==> config.mk <==
export PLATFORM = sky130hd
export DESIGN_NAME = instr_fetch
export DESIGN_NICKNAME = d
export VERILOG_FILES = /design/src/rtl/instr_fetch.sv
export SDC_FILE = /design/constraint.sdc
export NUM_CORES = 1
export LEC_CHECK = 0
export ABC_AREA = 1
export CAP_MARGIN = 20
export CORE_MARGIN = 1.5
export CORE_UTILIZATION = 60
export DETAILED_ROUTE_END_ITERATION = 10
export PLACE_DENSITY = 0.79
export SYNTH_ARGS = -nofsm -noshare
export SYNTH_HDL_FRONTEND = slang
export SYNTH_SLANG_ARGS = --single-unit
==> constraint.sdc <==
create_clock -name Clk -period 32.6 [get_ports Clk]
set_input_delay 6.52 -clock Clk [delete_from_list [all_inputs] [get_ports Clk]]
set_output_delay 6.52 -clock Clk [all_outputs]
set_load 0.03 [all_outputs]
==> src/rtl/instr_fetch.sv <==
// instr_fetch: PC / instruction-fetch stage of the 9-bit basic processor.
// Holds the PC, drives the ROM address, forwards the fetched word to the
// decoder, and runs an IDLE/RUN/HALT machine with a Start/Done handshake.
// Optional feature macro: FETCH_REL_JUMP_EN. When it is defined, jump-LUT
// entries are signed PC-relative offsets. When it is undefined, they are
// absolute target addresses.
module instr_fetch #(
  parameter int PC_W       = 10,
  parameter int INSTR_W    = 9,
  parameter int LUT_IDX_W  = 5,
  parameter int START_ADDR = 0
) (
  input  logic                 Clk,
  input  logic                 Reset,
  input  logic                 Start,
  input  logic                 jump_en,
  input  logic [LUT_IDX_W-1:0] jump_idx,
  input  logic                 halt_req,
  input  logic                 lut_we,
  input  logic [LUT_IDX_W-1:0] lut_waddr,
  input  logic [PC_W-1:0]      lut_wdata,
  output logic [PC_W-1:0]      imem_addr,
  input  logic [INSTR_W-1:0]   imem_rdata,
  output logic [INSTR_W-1:0]   instr_out,
  output logic                 instr_valid,
  output logic                 Done,
  output logic [15:0]          instr_count
);

  localparam int              LUT_N    = 2 ** LUT_IDX_W;
  localparam logic [PC_W-1:0] START_PC = PC_W'(START_ADDR);

  typedef enum logic [1:0] {IDLE, RUN, HALT} state_t;

  state_t          state, state_nxt;
  logic [PC_W-1:0] pc, pc_nxt;
  logic [15:0]     cnt, cnt_nxt;
  logic [PC_W-1:0] lut [LUT_N];
  logic [PC_W-1:0] jump_tgt;

  // The LUT read sees register contents, so a same-cycle write is not visible
  // until the next cycle.
`ifdef FETCH_REL_JUMP_EN
  assign jump_tgt = pc + lut[jump_idx];
`else
  assign jump_tgt = lut[jump_idx];
`endif

  // State, PC and instruction-count registers
  always_ff @(posedge Clk or posedge Reset) begin
    if (Reset) begin
      state <= IDLE;
      pc    <= '0;
      cnt   <= '0;
    end else begin
      state <= state_nxt;
      pc    <= pc_nxt;
      cnt   <= cnt_nxt;
    end
  end

  // Jump LUT. It is writable in every state and is cleared by reset.
  always_ff @(posedge Clk or posedge Reset) begin
    if (Reset) begin
      for (int i = 0; i < LUT_N; i++) lut[i] <= '0;
    end else if (lut_we) begin
      lut[lut_waddr] <= lut_wdata;
    end
  end

  // Next state, next PC and count. In RUN the order of priority is halt, then jump, then increment.
  always_comb begin
    state_nxt = state;
    pc_nxt    = pc;
    cnt_nxt   = cnt;
    case (state)
      IDLE, HALT: begin
        if (Start) begin
          state_nxt = RUN;
          pc_nxt    = START_PC;
          cnt_nxt   = '0;
        end
      end
      RUN: begin
        cnt_nxt = (&cnt) ? cnt : cnt + 16'd1;
        if (halt_req)     state_nxt = HALT;
        else if (jump_en) pc_nxt    = jump_tgt;
        else              pc_nxt    = pc + 1'b1;
      end
      default: state_nxt = IDLE;
    endcase
  end

  // Outputs are decoded from state, so a reset clears them without delay.
  always_comb begin
    imem_addr   = pc;
    instr_valid = (state == RUN);
    Done        = (state == HALT);
    instr_out   = instr_valid ? imem_rdata : '0;
    instr_count = cnt;
  end

endmodule

==> flow_summary.ini <==
[sta]
setup_violations = 0
timing.fmax_ghz = 0.06968
min_period_over_period = 0.4402
slew_headroom = 0.2820
final.setup.worst_slack_ns = 18.25
setup_tns_ns = 0
final_max_slew_viols = 0
clock-skew-final_ns = 0.01394
period_needed_ns = 14.35
rsz0062_at_grt = no
worst_slew_pin_slew_ns = 1.077
timing.final.hold_violations = 0

[worst_setup_path]
worst_setup_path_startpoint = imem_rdata[3]
sort_of_element_at_the_end_of_the_critical_path = primary output
crit_path_start_kind = primary input
critPathArrivalTime_ns = 7.83
critical_path_required_ns = 26.08
crit_path_max_fanout = 1
r2r-start = state[0]
crit_type = in2out

[placed_design]
place_worst_setup_slack_ns = 18.25
gp_routability_congestion = 0.9011
post-place-cells = 2376
dp_wirelength_mm = 25.98
postPlaceCellArea_um2 = 17070
portBuffers = 71

[global_route]
met3_usage = 0.05050
grt_antenna_before_repair = 0
grt_max_degree = 136
grt.total_usage = 0.3187
grt_util_met1 = 0.4532
globalRouteMet2Util = 0.4951
number_of_global_route_vias_before_repair = 13700
busiest_layer = met2
grt_remaining_overflow = 0
grt_first_pass_wirelength_mm = 71.91

[synthesis]
synth.top_cell.area_share = 0.5275
async_flop_share = 1.000
syn-mean-instance-area_um2 = 7.824
synth_edf_count = 0
synthTopCellsByArea = dfrtp_1 53%, nand2_1 18%, o21ai_0 8.1%
synth_top_cells_by_count = 790 x nand2_1, 348 x dfrtp_1, 268 x o21ai_0
ys_types = 35
synth-seq-cells = 348
synth.cell_area_um2 = 16510
synth-seq-area-share = 0.5275
yosys_most_used_dff = dfrtp_1
synth_largest_area_cell = dfrtp_1
post-synth-top-count-cell = nand2_1
synth_cells = 2110
ys.warnings.count = 0
synthesis.nets = 2147

[cells_and_area]
fillerInstances = 2157
post-route-cell-area_um2 = 18450
final_layout_size_suffix_gt1_frac = 0.05271
multiInputGateArea_um2 = 6770
fin_cells = 2447
num_antenna_cells = 0
seq_area_um2 = 8708
nets = 2116
area.growth.synth_to_final_pct = 11.79

[floorplanning]
floorplan.io_pins = 72
die_h_um = 168.9
num_rows = 60
floorplan.initialDensity = 0.6125
core_area_um2 = 26950
die_width_um = 168.9
floorplan.die_area_um2 = 28520

[clock_tree]
cts_hold_repair.buffers = 0
clkSlewWorstSetupHoldPaths_ns = 0.06
htree_levels = 2
ctsLongestPathBuffers = 3
clock-sinks = 348
clk-insertion-delay-late_ns = 0.52
cts_tree = built
cts-buffers-inserted = 37
clock_tree.root_cell = clkbuf_16
post-cts-setup-buffer-count = 0
cts_resized = 0

[routing]
routedWlPerCell_um = 18.09
drt_wl_total_mm = 44.26
postRouteAntennaNets = 0
via_count = 14400
detail_route.vias_per_cell = 5.884
dr.first_iter.drc_count = 1759
detailed_routing_iterations_pass_1 = 5
detail_route.drc_violations = 0

[worst_hold_path]
worstHoldPathType = reg2reg
worst_hold_startpoint = lut[127]

[power]
power_leakage_nw = 8.685
vdd_drop_max_mv = 0.04806
totalPowerFinal_w = 0.001202
pwr_density_cell_nw_per_um2 = 65.15

[run_status]
run_status = complete, no violations

[job]
max-cap-violations = 0
==> report_power, final <==
part	internal (W)	total [W]	switching, W
sequential	0.000514	0.000562	0.0000479
combinational	0.0000797	0.000211	0.000132
clock	0.000258	0.000429	0.000171
==> final cells by class <==
type,count,area share
repair buffers,95,0.05607
flip-flops and latches,348,0.4719
multi-input cells,1532,0.3669
well taps,341,0.02312
clock inverters,11,0.006712
inverters,65,0.01376
clock buffers,55,0.06156
==> metrics by stage <==
stage	utilization	hold slack, ns
CTS	0.6801	0.4837
finish	0.6847	0.4820
floorplan	-	0.4479
global route	0.6847	0.4986
global placement	0.6299	0.4616
detailed placement	0.6333	0.4686
==> path summary, 6_finish.rpt <==
check | endpoint | cells past startpoint | slack [ns]
worst max-delay path | instr_out[3] | 4 | 18.25
worst min-delay path | lut[127] | 2 | 0.48
worst max register to register | imem_addr[1] | 7 | 30.57
worst min register to register | lut[127] | 2 | 0.48
max in group asynchronous | lut[196] | 4 | 24.12
min in group asynchronous | lut[61] | 2 | 6.56
==> cell families (layout without fill, tap and decap cells) <==
kind of cell,after synthesis,in the layout,share of synthesized area
fa+ha+maj,2,2,0.001516
buf+inv,230,226,0.06238
flops,348,348,0.5275
simple gates,1152,1152,0.2895
xor+xnor,12,12,0.006366
compound gates,366,366,0.1128
==> routing by layer <==
metal,part of all wire,up-vias
met5,0,-
met4,0.037,0
met3,0.085,107
met2,0.45,654
met1,0.43,6873
li1,-,6763
==> layout by cell type, fill, tap and decap left out, types with 21 or more instances in the layout <==
cell,instances
a21oi_1,64
clkbuf_16,39
clkdlybuf4s50_1,69
dfrtp_1,348
inv_1,56
nand2_1,790
nand3_1,243
nor2_1,85
o21ai_0,268
o21ai_1,21
==> flip-flops by register name (all words and copies together), names as in the netlist <==
name and cells:
state 2, lut 320, instr_count 16, imem_addr 10
==> worst max-delay path: stages <==
cell	delay [ns]
clkdlybuf4s50_1	0.46
inv_1	0.04
nor2_1	0.11
clkdlybuf4s50_1	0.70
Note: power is estimated with default switching activity, not from simulation.
